**src/rtl/rf_port_pkg.sv**
```systemverilog
// Shared register-file port definitions: default widths and the read response entry.
package rf_port_pkg;
  localparam int DATA_W = 32;
  localparam int ADDR_W = 4;

  typedef struct packed {
    logic [ADDR_W-1:0] addr;
    logic [DATA_W-1:0] data;
  } rd_rsp_t;
endpackage

```
**src/rtl/read_port_rsp_fifo.sv**
```systemverilog
// Response FIFO: circular buffer with modulo-DEPTH pointers and an occupancy count.
module rsp_fifo import rf_port_pkg::*; #(
  parameter int  DEPTH = 4,
  parameter type T     = rd_rsp_t,
  localparam int PW    = $clog2(DEPTH),
  localparam int CW    = PW + 1
) (
  input  logic          clk,
  input  logic          rstn,
  input  logic          push,
  input  T              push_data,
  input  logic          pop,
  output T              head,
  output logic          full,
  output logic          empty,
  output logic [CW-1:0] count
);
  localparam logic [CW-1:0] DEPTH_C = CW'(DEPTH);

  T              mem [DEPTH];
  logic [PW-1:0] rd_ptr, wr_ptr;
  logic          do_pop;

  assign empty  = (count == '0);
  assign full   = (count == DEPTH_C);
  assign do_pop = pop & ~empty;
  // Head is forced to zero when empty so the idle/reset output is clean.
  assign head   = empty ? '0 : mem[rd_ptr];

  always_ff @(posedge clk) begin
    if (!rstn) begin
      rd_ptr <= '0;
      wr_ptr <= '0;
      count  <= '0;
    end else begin
      if (push)   wr_ptr <= wr_ptr + 1'b1;
      if (do_pop) rd_ptr <= rd_ptr + 1'b1;
      case ({push, do_pop})
        2'b10:   count <= count + 1'b1;
        2'b01:   count <= count - 1'b1;
        default: count <= count;
      endcase
    end
  end

  always_ff @(posedge clk) begin
    if (push) mem[wr_ptr] <= push_data;
  end
endmodule

```
**src/rtl/read_port.sv**
```systemverilog
// Register-file read port: S1 read stage with write forwarding, credit-gated accept, response FIFO.
module read_port import rf_port_pkg::*; #(
  parameter int DATA_W   = rf_port_pkg::DATA_W,
  parameter int ADDR_W   = rf_port_pkg::ADDR_W,
  parameter int DEPTH    = 4,
  parameter bit ZERO_REG = 1'b1
) (
  input  logic              clk,
  input  logic              rstn,
  input  logic              req_valid,
  output logic              req_ready,
  input  logic [ADDR_W-1:0] req_addr,
  output logic              rf_en,
  output logic [ADDR_W-1:0] rf_addr,
  input  logic [DATA_W-1:0] rf_rdata,
  input  logic              wr_en,
  input  logic [ADDR_W-1:0] wr_addr,
  input  logic [DATA_W-1:0] wr_data,
  output logic              rsp_valid,
  input  logic              rsp_ready,
  output logic [DATA_W-1:0] rsp_data,
  output logic [ADDR_W-1:0] rsp_addr
);
  localparam int CW = $clog2(DEPTH) + 1;
  localparam logic [CW:0] DEPTH_C = (CW+1)'(DEPTH);

  typedef struct packed {
    logic [ADDR_W-1:0] addr;
    logic [DATA_W-1:0] data;
  } rsp_t;

  logic              accept, pop;
  logic              s1_valid, s1_fwd;
  logic [ADDR_W-1:0] s1_addr;
  logic [DATA_W-1:0] s1_fwd_data, s1_res;
  logic [CW-1:0]     count;
  logic [CW:0]       inflight;
  logic              fifo_full, fifo_empty;
  rsp_t              push_ent, head;

  // Credit counts the S1 read as already occupying a slot, so a push never finds the FIFO full.
  assign inflight  = {1'b0, count} + {{CW{1'b0}}, s1_valid};
  assign req_ready = (inflight < DEPTH_C);
  assign accept    = req_valid & req_ready;
  assign rf_en     = accept;
  assign rf_addr   = req_addr;

  always_ff @(posedge clk) begin
    if (!rstn) begin
      s1_valid    <= 1'b0;
      s1_fwd      <= 1'b0;
      s1_addr     <= '0;
      s1_fwd_data <= '0;
    end else begin
      s1_valid <= accept;
      if (accept) begin
        s1_addr     <= req_addr;
        s1_fwd      <= wr_en & (wr_addr == req_addr);
        s1_fwd_data <= wr_data;
      end
    end
  end

  // Zero register overrides forwarding; forwarding covers the array's read-before-write.
  always_comb begin
    s1_res = s1_fwd ? s1_fwd_data : rf_rdata;
    if (ZERO_REG && s1_addr == '0) s1_res = '0;
  end

  assign push_ent = '{addr: s1_addr, data: s1_res};
  assign pop      = rsp_valid & rsp_ready;

  rsp_fifo #(.DEPTH(DEPTH), .T(rsp_t)) u_fifo (
    .clk       (clk),
    .rstn      (rstn),
    .push      (s1_valid),
    .push_data (push_ent),
    .pop       (pop),
    .head      (head),
    .full      (fifo_full),
    .empty     (fifo_empty),
    .count     (count)
  );

  assign rsp_valid = ~fifo_empty;
  assign rsp_data  = head.data;
  assign rsp_addr  = head.addr;

  always_ff @(posedge clk) begin
    if (rstn && s1_valid) assert (!fifo_full);
  end
endmodule

```
**config.mk**
```make
export PLATFORM = sky130hd
export DESIGN_NAME = read_port
export DESIGN_NICKNAME = d
export VERILOG_FILES = /design/src/rtl/rf_port_pkg.sv /design/src/rtl/read_port_rsp_fifo.sv /design/src/rtl/read_port.sv
export SDC_FILE = /design/constraint.sdc
export NUM_CORES = 1
export LEC_CHECK = 0
export ABC_AREA = 1
export BUFFER_PORTS_ARGS = -buffer_cell sky130_fd_sc_hd__buf_2
export CAP_MARGIN = 10
export CELL_PAD_IN_SITES_DETAIL_PLACEMENT = 0
export CELL_PAD_IN_SITES_GLOBAL_PLACEMENT = 1
export CORE_UTILIZATION = 48
export DETAILED_ROUTE_END_ITERATION = 6
export PLACE_DENSITY = 0.86
export SYNTH_ARGS = -nofsm -noshare
export SYNTH_HDL_FRONTEND = slang
export SYNTH_SLANG_ARGS = --single-unit
```
**constraint.sdc**
```tcl
create_clock -name clk -period 3.7 [get_ports clk]
set_input_delay 0.37 -clock clk [delete_from_list [all_inputs] [get_ports clk]]
set_output_delay 0.37 -clock clk [all_outputs]
set_load 0.005 [all_outputs]
```
==> results of run 1 <==
metal layers:
metal	share of wire, %	wire [um]
met5	0	0
met4	1.8	311
met3	5.9	1030
met2	46	8070
met1	46	8150
cells by family (layout without fill, tap and decap cells):
logic type / Yosys count / count (layout) / synth area share, %
flip-flops: 191 / 191 / 64.2
AO/OA/AOI/OAI: 158 / 158 / 10.5
buffers and inverters: 105 / 219 / 5.94
XOR/XNOR: 1 / 1 / 0.107
multiplexers: 32 / 32 / 4.40
AND/OR/NAND/NOR: 283 / 283 / 13.8
adder cells (fa/ha/maj): 6 / 6 / 1.01
Yosys cell counts, types with 5 or more instances:
| library cell | count |
|---|---|
| mux2_2 | 32 |
| o21ai_1 | 16 |
| a21oi_2 | 19 |
| nor2_1 | 153 |
| nand2_2 | 19 |
| edfxtp_1 | 144 |
| dfxtp_1 | 47 |
| nand2_1 | 105 |
| clkbuf_1 | 7 |
| inv_1 | 53 |
| a21oi_1 | 60 |
| ha_1 | 5 |
| buf_2 | 26 |
| inv_2 | 5 |
| o21ai_0 | 61 |
placed cells by master, fill, tap and decap left out, types with 32 or more instances in the layout:
cell type,count
buf_2,119
edfxtp_1,144
dfxtp_1,46
mux2_2,32
nand2_1,105
a21oi_1,60
inv_1,53
o21ai_0,61
nor2_1,153
flip-flops by register name, summed over array words and instances, names as in the netlist, named ones only:
name,count
s1_fwd,1
u_fifo.wr_ptr,2
u_fifo.rd_ptr,2
s1_addr,4
u_fifo.count,3
u_fifo.mem,144
s1_valid,1
s1_fwd_data,32
stage by stage:
| stage | power, W | cell area (um^2) | util [%] |
|---|---|---|---|
| floorplan | 0.00366 | 8200 | - |
| CTS | 0.00592 | 9420 | 56.6 |
| global route | 0.00619 | 9420 | 56.6 |
| detailed placement | 0.00424 | 8870 | 53.3 |
| global placement | 0.00421 | 8870 | 53.3 |
| finish | 0.00586 | 9420 | 56.6 |
worst max-delay path: stages, from the launching register on:
cell and delay (ns):
dfxtp_2 0.32, inv_2 0.76, o21ai_0 0.23, a21oi_1 0.28
buf_2 0.16
worst max-delay path by stage:
stage	from	end	slack, ns	cells past startpoint
finish	flop	rsp_data[31]	1.13	4
global route	flop	rsp_addr[0]	0.95	4
CTS	flop	rsp_addr[0]	1.06	4
detailed placement	flop	rsp_data[31]	1.52	4
global placement	flop	rsp_addr[0]	1.58	4
floorplan	u_fifo.count[1]	u_fifo.count[2]	1.92	11
area by class of cell:
class | count | area share (%)
Multi-Input combinational cell | 480 | 25.9
Tap cell | 220 | 2.92
Clock inverter | 14 | 1.26
Timing Repair Buffer | 129 | 7.12
Inverter | 58 | 2.31
Clock buffer | 18 | 4.56
Sequential cell | 191 | 55.9
power by group:
part / total (W) / internal [W] / switching, W
combinational: 0.00158 / 0.000519 / 0.00106
clock: 0.00169 / 0.000924 / 0.000763
sequential: 0.00260 / 0.00253 / 0.0000738
total: 0.00586 / 0.00397 / 0.00189
==> flow_summary.ini, run 1 <==
[die]
start_util_pct = 49.2
io_pins = 120
die_w_um = 133
num_rows = 47
die_area_um2 = 17600
die_y_um = 133
core_area_um2 = 16600

[power_and_ir_drop]
p_leak_nw = 3.82
ir_drop_uv = 365
powerDensity_nw_per_um2 = 622

[placed_design]
dpl_worst_slack_ns = 1.52
portBuffers = 119
place_hpwl_um = 10800
place_congestion = 0.761
dp_cells = 1078

[cells_and_area]
register_area_um2 = 5270
antenna_cells = 0
syn_to_final_growth_pct = 15.0
drive_gt1_share_pct = 26.5
fillCellCount = 1449
final_cell_count_no_fill = 1110
final_nets = 960
multi_input_area_um2 = 2440

[timing]
fmax_mhz = 389
clock_skew_ns = 0.0126
post-route-period-util_pct = 69.5
slew_violations = 0
setup_viol = 0
hold_ws_ns = 0.180
worst_slack_ns = 1.13
rsz0062_at_grt = false
finalHoldViolCount = 0
min_period_ns = 2.57
tightest_slew_ns = 1.13
tns_ns = 0
slew_headroom_pct = 24.4

[global_routing]
grt_use_total_pct = 20.6
grt_pass1_vias = 5442
grt_max_degree = 73
gr-usage-met2_pct = 32.3
grt_antenna_before_repair = 0
grt_pass1_wl_um = 27600
busiest_layer = met2
grt_remaining_overflow = 0
grtUsageMet3_pct = 4.25
grt_util_met1_pct = 28.1

[logic_synthesis]
synth_edf_count = 144
ys_warn_count = 0
synth.distinct_cells = 26
ys.flop_type = edfxtp_1
syn_nets = 859
syn_inst = 776
yosys.area.top_type = edfxtp_1
syn_area_per_cell_um2 = 10.6
synth-async-reset-ratio_pct = 0
synth.top_cell.area_share_pct = 52.8
synth_area_leaders = edfxtp_1 (53%), dfxtp_1 (11%), nor2_1 (7.0%)
synth_area_um2 = 8200
ys_ff_latch = 191
seq_area_frac_synth_pct = 64.2

[detailed_routing]
drc = 0
ant_nets = 0
drt_first_iter_violations = 362
drt_wl_total_um = 17600
via_per_inst = 5.05
detail_route.first_pass.iterations = 5
wire_per_inst_um = 15.8
vias = 5610

[critical_path]
required_ns = 3.33
worstReg2RegStart = s1_fwd
r2r-end = u_fifo.mem[3][3]
critPathKind = flop to primary output
critPathArrivalTime_ns = 2.20
cp-start-kind = flop
r2r_cells = 4
rrSetupSlack_ns = 1.67
crit_path_end_kind = primary output
cp_max_fo = 72

[cts]
postCtsSetupBuffers = 0
cts_buffer_depth = 2
cts_root_buf = clkbuf_16
path_clk_slew_ns = 0.07
cts_hold_buf = 0
htreeDepth = 4
cts_resized = 0
cts.sinks = 191
cts_tree = done
clk_latency_ns = 0.43
cts_buffers = 17

[hold_path]
min_from = wr_data[11]
min_to = s1_fwd_data[11]
hold_class = input pin to flop
min_path_cells = 3

[job]
maxCapViolations = 0

[status]
status = complete, no violations
Note: power is estimated with default switching activity, not from simulation.
==> inputs of run 2 (changes only) <==
- CORE_UTILIZATION: 48 -> 45
- PLACE_DENSITY: 0.86 -> 0.81
- clock period: 3.7 -> 2.5 ns (I/O delays scaled with it)
==> flow_summary.ini, run 2 (synthesis gave the netlist of run 1 again) <==
[timing]
post-route-period-util_pct = 91.6
min_period_ns = 2.29
tightest_slew_ns = 0.780
tns_ns = 0
slew_headroom_pct = 47.9
fmax_mhz = 437
clock_skew_ns = 0.00587
slew_violations = 0
finalHoldViolCount = 0
setup_viol = 0
rsz0062_at_grt = false

[cells_and_area]
fillCellCount = 1554
drive_gt1_share_pct = 27.0
top_regs = u_fifo.mem (144), s1_fwd_data (32), s1_addr (4)
register_area_um2 = 5270
final_cell_mix = nor2_1 (153), edfxtp_1 (144), buf_2 (119), nand2_1 (105), o21ai_0 (61)
final_nets = 966
multi_input_area_um2 = 2440
largest_reg_flops = 144
final_common_cell = nor2_1
syn_to_final_growth_pct = 16.3
antenna_cells = 0
top_register = u_fifo.mem

[critical_path]
crit_path_end_kind = primary output
rrSetupSlack_ns = 0.60
required_ns = 2.25
r2r_cells = 11
cp-start-kind = flop
critPathArrivalTime_ns = 2.04
worstReg2RegStart = u_fifo.count[1]
cp_max_fo = 18
critPathKind = flop to primary output
r2r-end = u_fifo.count[2]

[detailed_routing]
via_per_inst = 4.98
drt_wl_total_um = 17800
drt-met1-wl_um = 8370
vias = 5583
drt_first_iter_violations = 393
wire_per_inst_um = 15.9
drc = 0
highest_layer = met4
wl_met2_um = 8150
dr_wl_met3_um = 953
detail_route.first_pass.iterations = 4
ant_nets = 0

[global_routing]
grt_antenna_before_repair = 0
grt_remaining_overflow = 0
grt_use_total_pct = 20.1
grt_pass1_wl_um = 28000
grt_pass1_vias = 5392
grt_max_degree = 63

[cts]
postCtsSetupBuffers = 0
cts_root_buf = clkbuf_16
htreeDepth = 4
cts_buffer_depth = 2
cts_tree = done
cts_hold_buf = 0
clk_latency_ns = 0.43
path_clk_slew_ns = 0.07
cts_buffers = 17
cts_resized = 0
cts.sinks = 191

[die]
die_y_um = 137
die_area_um2 = 18800
io_pins = 120
start_util_pct = 46.7
num_rows = 48
die_w_um = 137
core_area_um2 = 17500

[placed_design]
place_hpwl_um = 11000
place_congestion = 0.771
portBuffers = 119

[hold_path]
min_from = wr_data[18]
min_to = s1_fwd_data[18]
hold_class = input pin to flop
min_path_cells = 3

[power_and_ir_drop]
ir_drop_uv = 543
powerDensity_nw_per_um2 = 936
p_leak_nw = 3.88
finalPower_w = 0.00892

[job]
maxCapViolations = 0

[status]
status = complete, no violations
run 2: cell types whose count changed in the layout (fill, tap and decap cells not counted), sizes merged:
cell / delta
buf: +6
clkinv: -3
bufinv: +1
clkbuf: +1
inv: +1
run 2: power by group:
group / internal, W / total [W] / switching (W) / leakage, nW
sequential: 0.00374 / 0.00388 / 0.000143 / 1.72
combinational: 0.000852 / 0.00242 / 0.00157 / 1.88
clock: 0.00147 / 0.00262 / 0.00115 / 0.272
total: 0.00607 / 0.00892 / 0.00286 / 3.88
run 2: layout make-up:
type,instances,share of cell area (%)
well taps,225,2.95
clock inverters,13,1.44
flip-flops and latches,191,55.2
inverters,58,2.28
clock buffers,19,4.54
multi-input cells,480,25.6
repair buffers,135,7.90
run 2: routing by layer:
| metal | up-vias | track usage [%] |
|---|---|---|
| li1 | 2810 | - |
| met1 | 2594 | 27.8 |
| met2 | 158 | 30.9 |
| met3 | 21 | 4.04 |
| met4 | 0 | 8.55 |
| met5 | - | 0 |
run 2: worst max path at each step:
stage / start / endpoint / slack [ns]
2_1_floorplan: u_fifo.count[1] / u_fifo.count[2] / 0.72
3_3_place_gp: u_fifo.count[1] / u_fifo.count[2] / 0.62
3_5_place_dp: u_fifo.count[1] / u_fifo.count[2] / 0.59
4_1_cts: flop / rsp_addr[0] / 0.21
5_1_grt: flop / rsp_addr[0] / 0.05
6_report: flop / rsp_addr[0] / 0.21
run 2: critical path: stages, from the launching register on:
cell	delay (ns)
dfxtp_2	0.60
buf_4	0.31
nor2_1	0.07
nor2_1	0.09
o21ai_0	0.09
a21oi_1	0.27
buf_2	0.17
run 2: metrics by stage:
step	instances	utilization (%)	instance area [um^2]	hold slack, ns	setup WS, ns
6_report	1121	54.4	9530	0.0620	0.211
5_1_grt	1121	54.4	9530	0.0550	0.0513
4_1_cts	1121	54.4	9530	0.0442	0.214
3_5_place_dp	1089	51.1	8960	0.454	0.586
3_3_place_gp	1089	51.1	8960	0.450	0.619
2_1_floorplan	776	-	8200	0.371	0.724
==> inputs of run 3 (changes only) <==
- MAX_ROUTING_LAYER: unset -> met4
==> flow_summary.ini, run 3 (synthesis gave the netlist of run 1 again) <==
[detailed_routing]
ant_nets = 0
detail_route.first_pass.iterations = 4
drt_wl_total_um = 17900
drc = 0
drt_first_iter_violations = 380
via_per_inst = 4.96
vias = 5560
wire_per_inst_um = 16.0

[critical_path]
rrSetupSlack_ns = 0.60
required_ns = 2.25
critPathKind = flop to primary output
crit_path_end_kind = primary output
cp-start-kind = flop
cp_max_fo = 18
critPathArrivalTime_ns = 2.03
worstReg2RegStart = u_fifo.count[1]
endpoint = rsp_data[12]
r2r_cells = 11
r2r-end = u_fifo.count[2]

[global_routing]
grt_pass1_wl_um = 28000
grt_use_total_pct = 20.8
grt_antenna_before_repair = 0
grt_pass1_vias = 5389
grt_max_degree = 63
grt_remaining_overflow = 0

[hold_path]
min_path_cells = 3
hold_class = input pin to flop

[die]
start_util_pct = 46.7
die_y_um = 137
die_area_um2 = 18800
die_w_um = 137
num_rows = 48
io_pins = 120
core_area_um2 = 17500

[cts]
cts_buffer_depth = 2
cts_root_buf = clkbuf_16
cts_tree = done
cts_hold_buf = 0
cts_buffers = 17
clk_latency_ns = 0.44
cts.sinks = 191
htreeDepth = 4
postCtsSetupBuffers = 0
path_clk_slew_ns = 0.07
cts_resized = 0

[timing]
clock_skew_ns = 0.00648
tns_ns = 0
fmax_mhz = 438
slew_violations = 0
hold_ws_ns = 0.0592
tightest_slew_ns = 0.795
slew_headroom_pct = 46.9
rsz0062_at_grt = false
post-route-period-util_pct = 91.4
finalHoldViolCount = 0
setup_viol = 0
min_period_ns = 2.28

[power_and_ir_drop]
p_switching_w = 0.00287
sw_frac_of_total_pct = 32.1
internal-power_w = 0.00607
power_frac_comb_pct = 27.1
p_leak_nw = 3.88
powerDensity_nw_per_um2 = 937
ir_drop_uv = 550
seq_power_share_pct = 43.5
pwr-share-clk_pct = 29.4
finalPower_w = 0.00893

[cells_and_area]
final_common_cell = nor2_1
top_regs = u_fifo.mem (144), s1_fwd_data (32), s1_addr (4)
antenna_cells = 0
drive_gt1_share_pct = 27.0
final_nets = 966
syn_to_final_growth_pct = 16.3
largest_reg_flops = 144
fin_util_pct = 54.4
top_register = u_fifo.mem
final_cell_mix = nor2_1 (153), edfxtp_1 (144), buf_2 (119), nand2_1 (105), o21ai_0 (61)

[placed_design]
portBuffers = 119
place_hpwl_um = 11000
place_congestion = 0.782

[status]
status = complete, no violations

[job]
maxCapViolations = 0
[run 3: cell counts in the layout (fill, tap and decap cells not counted)]
No cell type changed its count.
[run 3: power by group through the flow]
stage	clock (W)	combinational (W)	sequential, W
after floorplan	0	0.00153	0.00389
after global placement	0	0.00243	0.00394
after detailed placement	0	0.00244	0.00395
after CTS	0.00266	0.00246	0.00388
after global routing	0.00277	0.00274	0.00391
final	0.00262	0.00242	0.00388
[run 3: layer usage]
layer  share of wire [%]  track usage (%)  wire (um)  vias up
met4                 2.0             8.36        353        0
met3                 5.4             3.93        972       22
met2                  45             30.8       8070      148
li1                    -                -          -     2807
met5                   0                -          0        -
met1                  48             28.0       8540     2583
[run 3: area by class of cell]
cell class	count	area [um^2]
Fill cell	1554	8000
Sequential cell	191	5270
Multi-Input combinational cell	480	2440
Timing Repair Buffer	135	753
Clock buffer	19	433
Tap cell	225	282
Inverter	58	218
Clock inverter	13	138
[run 3: worst max-delay path, stage by stage (launching register included)]
cell     delay [ns]
dfxtp_2        0.60
buf_4          0.32
nor2_1         0.07
nor2_1         0.08
o21ai_1        0.07
a21oi_1        0.29
buf_2          0.18
[run 3: worst min-delay path by stage]
stage,slack (ns),start,to
floorplan,0.37,rstn,u_fifo.count[2]
global placement,0.45,s1_fwd_data[13],s1_fwd_data[13]
detailed placement,0.45,s1_fwd_data[10],s1_fwd_data[10]
CTS,0.04,wr_data[18],s1_fwd_data[18]
global route,0.05,wr_data[28],s1_fwd_data[28]
finish,0.06,wr_data[18],s1_fwd_data[18]
[run 3: per-stage QoR]
step                      area (um^2)  setup WS [ns]  cells
after detailed placement         8960          0.586   1089
after global routing             9530         0.0513   1121
after floorplan                  8200          0.724    776
after global placement           8960          0.619   1089
final                            9530          0.215   1121
after CTS                        9530          0.214   1121
